**config.mk**
```make
export PLATFORM = sky130hd
export DESIGN_NAME = slt_serial_cmp
export DESIGN_NICKNAME = d
export VERILOG_FILES = /design/src/rtl/cmp_pkg.sv /design/src/rtl/cmp_slice.sv /design/src/rtl/slt_serial_cmp.sv
export SDC_FILE = /design/constraint.sdc
export NUM_CORES = 1
export LEC_CHECK = 0
export CAP_MARGIN = 40
export CORE_MARGIN = 2
export CORE_UTILIZATION = 48
export DETAILED_ROUTE_END_ITERATION = 6
export GPL_ROUTABILITY_DRIVEN = 0
export PLACE_DENSITY_LB_ADDON = 0.25
export SYNTH_ARGS = -nofsm -noshare
export SYNTH_HDL_FRONTEND = slang
export SYNTH_SLANG_ARGS = --single-unit
```
**constraint.sdc**
```tcl
create_clock -name clk -period 3.3 [get_ports clk]
set_clock_uncertainty 0.1 [all_clocks]
set_input_delay 0.33 -clock clk [delete_from_list [all_inputs] [get_ports clk]]
set_output_delay 0.33 -clock clk [all_outputs]
set_load 0.005 [all_outputs]
```
**src/rtl/cmp_pkg.sv**
```systemverilog
// Shared types and helpers for the serial compare unit.
//   cmp_mode_t  : operation select (SLT, SLTU, SEQ, SGE)
//   cmp_state_t : controller states (IDLE, RUN, DONE)
//   is_signed() : true for every mode that compares two's-complement values
package cmp_pkg;

    typedef enum logic [1:0] {
        SLT  = 2'b00,
        SLTU = 2'b01,
        SEQ  = 2'b10,
        SGE  = 2'b11
    } cmp_mode_t;

    typedef enum logic [1:0] {
        IDLE = 2'b00,
        RUN  = 2'b01,
        DONE = 2'b10
    } cmp_state_t;

    // Only SLTU treats operands as unsigned; SEQ is sign-agnostic, so biasing is harmless.
    function automatic logic is_signed(input cmp_mode_t mode);
        return mode != SLTU;
    endfunction

endpackage

```
**src/rtl/cmp_slice.sv**
```systemverilog
// Combinational K-bit unsigned magnitude compare of one operand slice.
//   a, b     : K-bit slices (most significant remaining bits of each operand)
//   slice_lt : a < b
//   slice_eq : a == b
module cmp_slice #(
    parameter int unsigned K = 4
) (
    input  logic [K-1:0] a,
    input  logic [K-1:0] b,
    output logic         slice_lt,
    output logic         slice_eq
);

    assign slice_lt = (a < b);
    assign slice_eq = (a == b);

endmodule

```
**src/rtl/slt_serial_cmp.sv**
```systemverilog
// Multi-cycle compare unit: r2 vs r3, MSB-first, K bits per clock, start/busy/done handshake.
//   clk, rst      : clock, asynchronous active-high reset
//   start         : request, accepted whenever busy=0 (IDLE or DONE)
//   mode          : 00 SLT, 01 SLTU, 10 SEQ, 11 SGE (latched on accept)
//   r2, r3        : operands (latched on accept)
//   r1            : {N-1 zeros, result bit}
//   lt, eq, gt    : r2 vs r3 flags (signed except in SLTU)
//   busy          : comparison in progress
//   done          : one-cycle pulse, results valid
module slt_serial_cmp
    import cmp_pkg::*;
#(
    parameter int unsigned N = 32,
    parameter int unsigned K = 4
) (
    input  logic         clk,
    input  logic         rst,
    input  logic         start,
    input  logic [1:0]   mode,
    input  logic [N-1:0] r2,
    input  logic [N-1:0] r3,
    output logic [N-1:0] r1,
    output logic         lt,
    output logic         eq,
    output logic         gt,
    output logic         busy,
    output logic         done
);

    // Parameter legality is checked at elaboration.
    generate
        if (N < 2 || K < 1 || K > N || (N % K) != 0) begin : g_bad_params
            $error("slt_serial_cmp: need N >= 2, 1 <= K <= N and N %% K == 0");
        end
    endgenerate

    localparam int unsigned SLICES = N / K;
    localparam int unsigned CW     = $clog2(SLICES) + 1;

    cmp_state_t     state;
    cmp_mode_t      mode_q;
    logic [N-1:0]   a;
    logic [N-1:0]   b;
    logic [CW-1:0]  cnt;
    logic           decided;
    logic           dlt;

    logic           slice_lt;
    logic           slice_eq;
    logic           fin_lt;
    logic           fin_eq;
    logic           fin_gt;
    logic           fin_bit;
    logic           sgn;

    // Compare the top K bits of the shift registers this cycle.
    cmp_slice #(.K(K)) u_slice (
        .a        (a[N-1 -: K]),
        .b        (b[N-1 -: K]),
        .slice_lt (slice_lt),
        .slice_eq (slice_eq)
    );

    // Final result as seen at the last slice: an earlier decision wins over this slice.
    always_comb begin
        fin_lt  = decided ? dlt : slice_lt;
        fin_eq  = !decided && slice_eq;
        fin_gt  = !fin_lt && !fin_eq;
        fin_bit = 1'b0;
        case (mode_q)
            SLT, SLTU: fin_bit = fin_lt;
            SEQ:       fin_bit = fin_eq;
            default:   fin_bit = !fin_lt;
        endcase
    end

    // Flipping the sign bit maps two's-complement order onto unsigned order.
    assign sgn = is_signed(cmp_mode_t'(mode));

    // Controller, shift registers, sticky decision and result registers.
    always_ff @(posedge clk or posedge rst) begin
        if (rst) begin
            state   <= IDLE;
            mode_q  <= SLT;
            a       <= '0;
            b       <= '0;
            cnt     <= '0;
            decided <= 1'b0;
            dlt     <= 1'b0;
            r1      <= '0;
            lt      <= 1'b0;
            eq      <= 1'b0;
            gt      <= 1'b0;
            busy    <= 1'b0;
            done    <= 1'b0;
        end else begin
            done <= 1'b0;
            case (state)
                IDLE, DONE: begin
                    if (start) begin
                        mode_q  <= cmp_mode_t'(mode);
                        a       <= {r2[N-1] ^ sgn, r2[N-2:0]};
                        b       <= {r3[N-1] ^ sgn, r3[N-2:0]};
                        cnt     <= CW'(SLICES - 1);
                        decided <= 1'b0;
                        dlt     <= 1'b0;
                        busy    <= 1'b1;
                        state   <= RUN;
                    end else begin
                        state <= IDLE;
                    end
                end
                RUN: begin
                    if (!decided && !slice_eq) begin
                        decided <= 1'b1;
                        dlt     <= slice_lt;
                    end
                    a <= a << K;
                    b <= b << K;
                    if (cnt == '0) begin
                        r1    <= {{(N-1){1'b0}}, fin_bit};
                        lt    <= fin_lt;
                        eq    <= fin_eq;
                        gt    <= fin_gt;
                        busy  <= 1'b0;
                        done  <= 1'b1;
                        state <= DONE;
                    end else begin
                        cnt <= cnt - CW'(1);
                    end
                end
                default: state <= IDLE;
            endcase
        end
    end

endmodule

```
==> metrics.txt, run 1 <==
Syn Area/Cell 9.83 um^2; unrepaired setup endpoints after global routing no; fin crit share 61.7%; die area 8420 um^2; via/cell ratio 5.09; post-route cell area 4550 um^2; Post-route DRC 0; headroom to the max-slew limit 46.3%; Post-Synthesis Cell Area 3690 um^2; Critical Path RT 3.43 ns; cts bufs inserted 9; Final setup viols 0; library cells used by synthesis 36; yosys warns 0; core area 7370 um^2; TNS Setup 0 ns; CTS Root Cell clkbuf_8; DRT Pass-1 Iters 4; peak supply drop 389 uV; Worst Hold Class primary input to asynchronous set/reset pin; Post-Place Setup Slack 1.20 ns; max_cap viols 0; GRT Util Overall 19.3%; slowest cell delay on critical path 0.50 ns; Worst Tran Pin Value 0.805 ns; crit path kind register to register; CTS tree built; antenna violations before repair 0; Clock Tree Buf Depth 2; nets 517; Ports 106; post-DP HPWL 5.38 mm; number of synthesized register bits 80; max-slew violation count 0; hold buffer count at cts 0; fraction of layout cells with a size suffix above 1 6.26%; Yosys top cell area share 54.2%; post-synthesis sequential area ratio 54.2%; final setup margin 1.26 ns; crit path max fanout 41; Die Height 91.7 um; CP top delay family simple AND/OR/NAND/NOR gates; crit path time final 2.04 ns; IO Port Bufs 74; Cell Chain, Critical Path and2b_2 > buf_4 > nor3_1 > a221o_1; first-pass GRT wire length 12.9 mm; CP arrival 2.16 ns; via count 2,781; largest net degree at the start of global routing 64; Slowest cell on crit path and2b_2; Worst-path clk slew 0.08 ns; Synth area leaders dfrtp_1, nand2_1, a22oi_1; CP Launch Type register; antenna-violating nets left 0; Worst-Skew Late Latency 0.34 ns; Hold Violations, Final 0; top cell type by total area after synthesis dfrtp_1; Post-Place Cell Area 4360 um^2; GRT overflow 0; CP Buf/Inv Count 1; FMAX 491 MHz; H-tree levels 3; Leakage 2.21 nW; chip width 91.7 um; CTS-repair resized insts 0; Starting Density 50.1%; P per Cell Area 849 nW/um^2; CP Capture Type register; Antenna Cells 0; Row Count 31; setup bufs post-CTS 0; synthesized netlist cell count 376; number of global-route vias before repair 2,741; drt wl/cell 14.3 um; Final Util 61.7%; CTS Sinks 80; synth-to-layout area growth 23.1%; drt total wl 7.80 mm; 1st-iter DRT viols 282; status complete, no violations
[worst reg2reg max path: stages, from the launching register on]
cell and delay [ns]:
dfrtp_1 0.43, and2b_2 0.50, buf_4 0.48, nor3_1 0.13, a221o_1 0.27
[synthesized netlist by cell type, drive strengths merged]
master,instances
o211ai,1
a22oi,54
a22o,8
or4,1
o31ai,2
xor2,2
nand4,1
nor3b,1
o21ai,9
a31oi,1
a221o,3
nand2,122
or2,1
nor3,4
and2b,1
buf,49
conb,1
inv,9
nor2b,4
a21oi,3
dfrtp,80
clkbuf,4
ha,5
nand3,2
a211oi,1
nor2,5
nand2b,2
[state kept, by name, summed over array words and instances (netlist names)]
name     count
a           32
b           32
busy         1
cnt          4
decided      1
dlt          1
done         1
eq           1
gt           1
lt           1
mode_q       2
r1           1
state        2
[through the flow]
stage | std cells | power, mW | hold WS (ns)
floorplan | 406 | 2.84 | 0.335
global placement | 531 | 3.13 | 0.351
detailed placement | 531 | 3.20 | 0.357
CTS | 546 | 3.89 | 0.315
global route | 546 | 4.19 | 0.354
finish | 546 | 3.86 | 0.304
[final timing paths]
check | startpoint | end | slack [ns] | cells past startpoint
max | state[0] | b[29] | 1.26 | 4
min reg2reg | gt | gt | 0.37 | 2
max in group asynchronous | rst | b[9] | 2.05 | 3
min | rst | b[28] | 0.30 | 2
min in group clk | gt | gt | 0.37 | 2
max reg2reg | state[0] | b[29] | 1.26 | 4
[area by class of cell]
| cell class | instances | area (um^2) |
|---|---|---|
| clock buffers | 11 | 141 |
| flip-flops and latches | 80 | 2000 |
| repair buffers | 79 | 778 |
| multi-input cells | 264 | 1420 |
| well taps | 99 | 124 |
| clock inverters | 4 | 45.0 |
| inverters | 9 | 35.0 |
| fillers | 633 | 2820 |
[where the power goes]
part | leakage (nW) | internal [mW] | switching, mW
clock | 0.0989 | 0.363 | 0.333
combinational | 1.10 | 0.632 | 0.857
sequential | 1.01 | 1.43 | 0.251
total | 2.21 | 2.42 | 1.44
[routing by layer]
| layer | wire length [um] | vias to the layer above | share of wire [%] | track usage (%) |
|---|---|---|---|---|
| li1 | - | 1347 | - | - |
| met2 | 3740 | 84 | 48 | 29.2 |
| met1 | 3520 | 1339 | 45 | 27.2 |
| met4 | 140 | 0 | 1.8 | 6.84 |
| met3 | 403 | 11 | 5.2 | 4.85 |
| met5 | 0 | - | 0 | 0 |
[cells in the final DEF, fill, tap and decap left out, types with 4 or more instances in the layout]
cell / count
nand2_1: 122
dfrtp_1: 80
clkdlybuf4s50_1: 74
a22oi_1: 54
conb_1: 31
clkbuf_8: 10
a22o_1: 8
o21ai_0: 7
inv_1: 7
ha_1: 5
buf_4: 5
clkinv_2: 4
[kinds of logic after synthesis]
family / count (synthesis) / synth area share, %
AOI/OAI and AO/OA: 82 / 16.4
xor gates and xnor gates: 2 / 0.474
and+or+nand+nor: 144 / 16.6
adders and majority gates: 5 / 1.69
other: 1 / 0.101
buffers and inverters: 62 / 10.6
DFF: 80 / 54.2
(Power assumes the default switching activity.)
==> inputs of run 2 (changes only) <==
CORE_UTILIZATION = 43   (was 48)
clock period = 1.75 ns   (was 3.3 ns; I/O delays follow)
==> run 2 against run 1 <==
Wire length grew 4.2%. Final cell count is 3.1% higher. Via count is 3.7% higher. Global-route usage fell by 0.99 points. Flip-flop and latch count unchanged. Critical path type unchanged. Highest routed layer unchanged.
==> metrics.txt, run 2 (same netlist as run 1, synthesis figures left out) <==
Ports 106; Worst-path clk slew 0.08 ns; post-DP HPWL 5.72 mm; hold buffer count at cts 0; nets 529; first-pass GRT wire length 14.0 mm; Worst Hold Class primary input to asynchronous set/reset pin; CP Buf/Inv Count 1; CP Launch Point b[29]; Worst Setup EP r1[0]; via count 2,883; GRT overflow 0; r2r endpoint r1[0]; Leakage 2.31 nW; peak supply drop 655 uV; CTS Sinks 80; Multi-input gate area 1480 um^2; Slowest cell on crit path dfrtp_1; crit-path most repeated cell nor2b_4; Starting Density 44.7%; R2R Path Start b[29]; synth-to-layout area growth 30.0%; Clock Tree Buf Depth 2; Critical Path RT 1.91 ns; FF/Latch Area 2000 um^2; R2R cell count 7; P per Cell Area 1660 nW/um^2; die area 9350 um^2; Filler cells 725; max-slew violation count 0; CTS Root Cell clkbuf_8; status complete, no violations; cts bufs inserted 9; crit path kind register to register; chip width 96.7 um; TNS Setup 0 ns; largest net degree at the start of global routing 38; Cell Chain, Critical Path inv_2 > ha_4 > nor2b_4 > o211ai_1 > a22oi_2 > nor2b_4 > o31ai_2; crit path time final 1.71 ns; CP arrival 1.87 ns; CP top delay family compound AO/OA/AOI/OAI gates; max_cap viols 0; Antenna Cells 0; CTS tree built; antenna-violating nets left 0; DRT Pass-1 Iters 4; Worst R2R Setup Slack 0.04 ns; Row Count 33; most frequent cells in the layout nand2_1, dfrtp_1, clkdlybuf4s50_1; fraction of layout cells with a size suffix above 1 10.7%; antenna violations before repair 0; CP Launch Type register; Post-route DRC 0; 1st-iter DRT viols 191; largest registers a x32, b x32, cnt x4; core area 8260 um^2; via/cell ratio 5.12; Die Height 96.7 um; CP Capture Type register; unrepaired setup endpoints after global routing yes; Hold Violations, Final 0; slowest cell delay on critical path 0.38 ns; Worst path depth 7; crit path max fanout 4; IO Port Bufs 74; fin crit share 97.5%; Worst-Skew Late Latency 0.35 ns; Final setup viols 0; FMAX 586 MHz; drt total wl 8.13 mm; Post-Place Setup Slack -0.00667 ns; final setup margin 0.0445 ns; number of global-route vias before repair 2,885; Final Util 58.2%; H-tree levels 3; GRT Util Overall 18.3%; drt wl/cell 14.4 um; most common cell after layout, fill and taps aside nand2_1
[run 2: through the flow]
stage / cell area [um^2] / std cells / hold slack [ns] / total power, mW
after floorplan: 3810 / 406 / 0.180 / 5.36
after global placement: 4520 / 547 / 0.352 / 6.18
after detailed placement: 4520 / 547 / 0.362 / 6.32
after CTS: 4740 / 561 / 0.0725 / 7.83
after global routing: 4800 / 563 / 0.0935 / 8.67
final: 4800 / 563 / 0.0706 / 7.98
[run 2: cell type report]
class,instances,share of cell area [%]
inverter,9,0.781
sequential,80,41.7
multi-input combinational,264,30.8
tap,105,2.74
clock buffer,10,2.87
clock inverter,4,1.46
timing repair buffer,91,19.6
[run 2: how the worst min path moves through the flow]
| stage | end | from | slack [ns] |
|---|---|---|---|
| 2_1_floorplan | mode_q[0] | mode[0] | 0.18 |
| 6_report | cnt[2] | rst | 0.07 |
| 3_5_place_dp | a[26] | a[26] | 0.36 |
| 4_1_cts | eq | rst | 0.07 |
| 5_1_grt | eq | rst | 0.09 |
| 3_3_place_gp | gt | gt | 0.35 |
[run 2: timing repair]
action	CTS	global route
endpoints found under the setup margin	1	2
gates resized for setup	1	9
pin swaps	0	5
setup buffers	0	2
[run 2: metal layers]
metal	global-route usage, %	part of all wire, %	routed length, um
met4	6.50	1.3	105
met5	0	0	0
met3	3.25	4.1	331
met1	25.9	46	3750
met2	28.5	49	3950
[run 2: report_power, final]
group | internal, mW | switching [mW] | total [mW]
Clock | 0.823 | 0.650 | 1.47
Sequential | 2.69 | 0.499 | 3.19
Combinational | 1.55 | 1.76 | 3.32
Total | 5.07 | 2.91 | 7.98
